<file path="src/rtl/se_conf_loader.sv">
// Double-buffered CONF_SE writer: host writes fill a shadow bank; COMMIT swaps it into the active bank once the array is idle.
// Optional build macro SE_CONF_CHECK_EN rejects writes containing undefined switch codes or self-loops.
module se_conf_loader #(
  parameter int NUM_PE = 8,
  parameter int AW     = 4
) (
  input  logic                 CLK,
  input  logic                 RST,
  input  logic                 WR_VALID,
  output logic                 WR_READY,
  input  logic [AW-1:0]        WR_ADDR,
  input  logic [15:0]          WR_DATA,
  input  logic                 COMMIT,
  input  logic                 ARRAY_BUSY,
  output logic [NUM_PE*16-1:0] CONF_SE_ALL,
  output logic                 CONF_VALID,
  output logic                 PENDING,
  output logic                 ERR,
  input  logic                 ERR_CLR
);

  localparam logic [1:0] IDLE      = 2'd0;
  localparam logic [1:0] WAIT_IDLE = 2'd1;
  localparam logic [1:0] SWAP      = 2'd2;

  // Extra bit so NUM_PE == 2**AW still compares correctly.
  localparam logic [AW:0] PE_LIMIT = (AW+1)'(NUM_PE);

`ifdef SE_CONF_CHECK_EN
  // Switch encodings: 0 none, 1 north, 2 east, 3 south, 4 west, 5 PE, 6 const A, 7 const B.
  localparam logic [3:0] CONF_SW_NORTH   = 4'd1;
  localparam logic [3:0] CONF_SW_EAST    = 4'd2;
  localparam logic [3:0] CONF_SW_SOUTH   = 4'd3;
  localparam logic [3:0] CONF_SW_WEST    = 4'd4;
  localparam logic [3:0] CONF_SW_CONST_B = 4'd7;

  function automatic logic field_ok(input logic [3:0] code, input logic [3:0] self_code);
    return (code <= CONF_SW_CONST_B) && (code != self_code);
  endfunction

  // Word layout is {N,S,E,W}; a port may not route back onto itself.
  function automatic logic word_ok(input logic [15:0] w);
    return field_ok(w[15:12], CONF_SW_NORTH) && field_ok(w[11:8], CONF_SW_SOUTH) &&
           field_ok(w[7:4], CONF_SW_EAST) && field_ok(w[3:0], CONF_SW_WEST);
  endfunction
`endif

  logic [1:0]           state;
  logic [1:0]           next_state;
  logic [NUM_PE*16-1:0] shadow;
  logic                 wr_fire;
  logic                 addr_ok;
  logic                 data_ok;
  logic                 wr_store;
  logic                 wr_err;
  logic                 pending_next;

  always_comb begin
    wr_fire      = WR_VALID && WR_READY;
    addr_ok      = ({1'b0, WR_ADDR} < PE_LIMIT);
`ifdef SE_CONF_CHECK_EN
    data_ok      = word_ok(WR_DATA);
`else
    data_ok      = 1'b1;
`endif
    wr_store     = wr_fire && addr_ok && data_ok;
    wr_err       = wr_fire && !(addr_ok && data_ok);
    pending_next = PENDING || wr_store;
    next_state   = state;
    case (state)
      IDLE: begin
        // A write landing with COMMIT counts as pending for that commit.
        if (COMMIT && pending_next) begin
          next_state = ARRAY_BUSY ? WAIT_IDLE : SWAP;
        end else begin
          next_state = IDLE;
        end
      end
      WAIT_IDLE: begin
        if (!ARRAY_BUSY) begin
          next_state = SWAP;
        end else begin
          next_state = WAIT_IDLE;
        end
      end
      SWAP:    next_state = IDLE;
      default: next_state = IDLE;
    endcase
  end

  always_ff @(posedge CLK) begin
    if (RST) begin
      state       <= IDLE;
      WR_READY    <= 1'b1;
      shadow      <= '0;
      CONF_SE_ALL <= '0;
      CONF_VALID  <= 1'b0;
      PENDING     <= 1'b0;
      ERR         <= 1'b0;
    end else begin
      state    <= next_state;
      WR_READY <= (next_state == IDLE);
      for (int i = 0; i < NUM_PE; i++) begin
        if (wr_store && (WR_ADDR == AW'(i))) begin
          shadow[16*i +: 16] <= WR_DATA;
        end
      end
      if (state == SWAP) begin
        CONF_SE_ALL <= shadow;
        CONF_VALID  <= 1'b1;
        PENDING     <= 1'b0;
      end else begin
        PENDING     <= pending_next;
      end
      if (wr_err) begin
        ERR <= 1'b1;
      end else if (ERR_CLR) begin
        ERR <= 1'b0;
      end
    end
  end

endmodule

</file>
<file path="config.mk">
export PLATFORM = sky130hd
export DESIGN_NAME = se_conf_loader
export DESIGN_NICKNAME = d
export VERILOG_FILES = /design/src/rtl/se_conf_loader.sv
export SDC_FILE = /design/constraint.sdc
export NUM_CORES = 1
export LEC_CHECK = 0
export ABC_AREA = 1
export BUFFER_PORTS_ARGS = -buffer_cell sky130_fd_sc_hd__buf_2
export CAP_MARGIN = 20
export CORE_MARGIN = 1
export CORE_UTILIZATION = 50
export CTS_CLUSTER_SIZE = 28
export DETAILED_ROUTE_END_ITERATION = 10
export PLACE_DENSITY = 0.85
export SETUP_SLACK_MARGIN = 0.02
export SYNTH_ARGS = -nofsm -noshare
export SYNTH_HDL_FRONTEND = slang
export SYNTH_SLANG_ARGS = --single-unit
</file>
<file path="constraint.sdc">
create_clock -name CLK -period 1.1 [get_ports CLK]
set_input_delay 0.055 -clock CLK [delete_from_list [all_inputs] [get_ports CLK]]
set_output_delay 0.055 -clock CLK [all_outputs]
set_load 0.005 [all_outputs]
</file>
==> results.sh <==
export IMPL_synth_ff_latch_count=262
export IMPL_synth_compound_area_share_pct=10.1
export IMPL_syn_instance_count=1311
export IMPL_synth_top_cell_by_area="dfxtp_1"
export IMPL_yosysMostFrequentCell="nor2_1"
export IMPL_synth_simple_area_share_pct=27.9
export IMPL_holdWs_ps=130
export IMPL_synthFlopType="dfxtp_1"
export IMPL_dpl_hpwl_um=16300
export IMPL_gp_congestion=0.813
export IMPL_period_needed_ps=1280
export IMPL_drt_initial_drc_count=974
export IMPL_period_share_pct=117
export IMPL_clk_latency_ps=530
export IMPL_grt_pass1_vias=8934
export IMPL_dpl_worst_slack_ps=-79.4
export IMPL_wl_um=31800
export IMPL_tightest_slew_ps=492
export IMPL_htreeDepth=1
export IMPL_critPathArrivalTime_ps=1740
export IMPL_ys_types=17
export IMPL_synth_xor_area_share_pct=0
export IMPL_yosys_top_cells_area="dfxtp_1 54%, nor2_1 15%, nand2_1 8.8%"
export IMPL_synth_area_mux_share_pct=0
export IMPL_synth_adder_area_share_pct=0
export IMPL_synth_seq_area_share_pct=54.4
export IMPL_failed_checks="negative setup slack"
export IMPL_relSlewSlack_pct=67.1
export IMPL_grt_use_total_pct=28.2
export IMPL_total_leakage_power_uw=0.00619
export IMPL_clock_root_buffer="clkbuf_16"
export IMPL_avgSynthCellArea_sq_um=7.36
export IMPL_grt_overflow=0
export IMPL_area_delta_synth_final_pct=39.3
export IMPL_power_density_nw_per_um2=1570
export IMPL_status="finished with violations"
export IMPL_drc=0
export IMPL_hold_violations=0
export IMPL_hold_path_class="in2reg"
export IMPL_finalNetCount=1536
export IMPL_dieArea_sq_um=19800
export IMPL_rsz0062_at_grt="yes"
export IMPL_drive_above_1_share_pct=27.6
export IMPL_ir_worst_vdd_mv=1.41
export IMPL_worstSetupPathType="reg2reg"
export IMPL_syn_cell_area_sq_um=9640
export IMPL_worstPathMaxFanout=8
export IMPL_ant_nets=0
export IMPL_clk_pin_slew_ps=60
export IMPL_vias=9688
export IMPL_grt_pass1_wl_um=44100
export IMPL_grt_max_degree=57
export IMPL_setup_ws_ps=-185
export IMPL_num_io_pins=158
export IMPL_viasPerCell=5.43
export IMPL_core_sq_um=18800
export IMPL_antenna_found_initial=1
export IMPL_clockBufferDepth=3
export IMPL_syn_nets=1337
export IMPL_die_w_um=141
export IMPL_yosysTopAreaCellShare_pct=54.4
export IMPL_cts_tree="done"
export IMPL_drv_slew=0
export IMPL_placement_io_buffers=157
export IMPL_die_h_um=141
export IMPL_clock_sinks=262
export IMPL_synth_edf_count=0
export IMPL_dr_pass1_iters=5
export IMPL_end_kind="flip-flop"
export IMPL_clock_skew_ps=11.8
export IMPL_synth_top_family_by_area="simple AND/OR/NAND/NOR gates"
export IMPL_placementRows=50
export IMPL_wl_per_cell_um=17.9
export IMPL_max_freq_mhz=778
export IMPL_synth_commonest_cells="390 x nor2_1, 262 x dfxtp_1, 226 x nand2_1"
export IMPL_start_util_pct=51.2
export IMPL_crit_required_ps=1560
export IMPL_synth_async_reset_ratio_pct=0
export IMPL_yosys_warnings=0
export IMPL_max_cap_viol_count=0
export IMPL_startpoint_type="flip-flop"
export IMPL_finalSetupViolCount=244
export IMPL_cts_made_buffers=26
## power by group
part | leakage, uW | switching, uW | internal (uW)
clock | 0.000412 | 3640 | 5240
sequential | 0.00213 | 192 | 9810
combinational | 0.00365 | 1280 | 903
total | 0.00619 | 5110 | 16000
## registers in the layout, indices dropped and copies added, names as in the netlist
| signal | flops |
|---|---|
| CONF_SE_ALL | 128 |
| CONF_VALID | 1 |
| ERR | 1 |
| PENDING | 1 |
| WR_READY | 1 |
| shadow | 128 |
| state | 2 |
## critical path, cell delays in order, from the launching register on
cell       delay [ps]
dfxtp_4           380
nand2_4            80
inv_6             110
nand3_4           160
clkbuf_16         230
nand2_1            60
nand2_1            70
nor2_1            120
## per-stage QoR
step                      utilization (%)  instances  power [uW]  cell area (sq um)  setup TNS [ps]
after global placement               57.5       1677       11600              10800           -1120
after global routing                 71.3       1783       21700              13400          -32070
after detailed placement             57.5       1677       11700              10800           -6040
final                                71.3       1783       21100              13400          -18640
after floorplan                         -       1311       11000               9670            -712
after CTS                            66.7       1765       20700              12600           -7060
## metal layers
metal,share of wire [%],GRT usage [%]
met5,0,0
met4,5.7,15.7
met3,8.7,6.62
met2,49,47.9
met1,37,32.9
## final timing paths
kind	start	depth (start not counted)	to	slack, ps
setup / recovery	WR_READY	7	shadow[18]	-180
hold / removal	WR_ADDR[0]	6	shadow[82]	130
setup reg to reg	WR_READY	7	shadow[18]	-180
hold reg to reg	shadow[28]	2	CONF_SE_ALL[28]	450
## logic make-up (layout without fill, tap and decap cells)
family	Yosys count	in the layout
AOI/OAI and AO/OA	195	195
other	0	1
DFF	262	262
and+or+nand+nor	680	680
buffers and inverters	174	385
## area by class of cell
cell class | count | area, sq um
fill | 1295 | 5400
sequential | 262 | 5250
multi-input combinational | 875 | 4340
timing repair buffer | 252 | 2310
clock buffer | 31 | 711
inverter | 92 | 368
tap | 260 | 325
clock inverter | 9 | 123
timing repair inverter | 1 | 7.51
antenna | 1 | 2.50
## layout by cell type, fill, tap and decap left out, types with 2 or more instances in the layout
master and instances:
dlygate4sd3_1 21, nor2_4 31, buf_4 16, clkinv_2 5
o21ai_1 26, nand3_1 37, buf_8 4, o21ai_0 86
nand2_1 207, nand3_2 12, a21oi_2 30, inv_1 84
dfxtp_2 2, clkbuf_1 2, buf_6 9, inv_6 2
nor2_1 349, nor2_2 20, o21ai_4 3, bufinv_16 3
nand2_2 14, buf_2 157, a21oi_1 31, o21ai_2 13
nand2_4 5, a21oi_4 6, nand3_4 5, dfxtp_1 259
inv_2 5, clkbuf_8 2, clkbuf_16 38, clkinvlp_4 2
buf_12 24, buf_16 10
## repair_timing
item / CTS / global route
cloned: 14 / 14
hold buffers: 21 / 0
hold endpoints to repair: 68 / 0
setup endpoints to repair: 252 / 279
setup buffers: 13 / 9
pin swaps: 19 / 45
gates resized for setup: 67 / 191
Note: power is estimated with default switching activity, not from simulation.
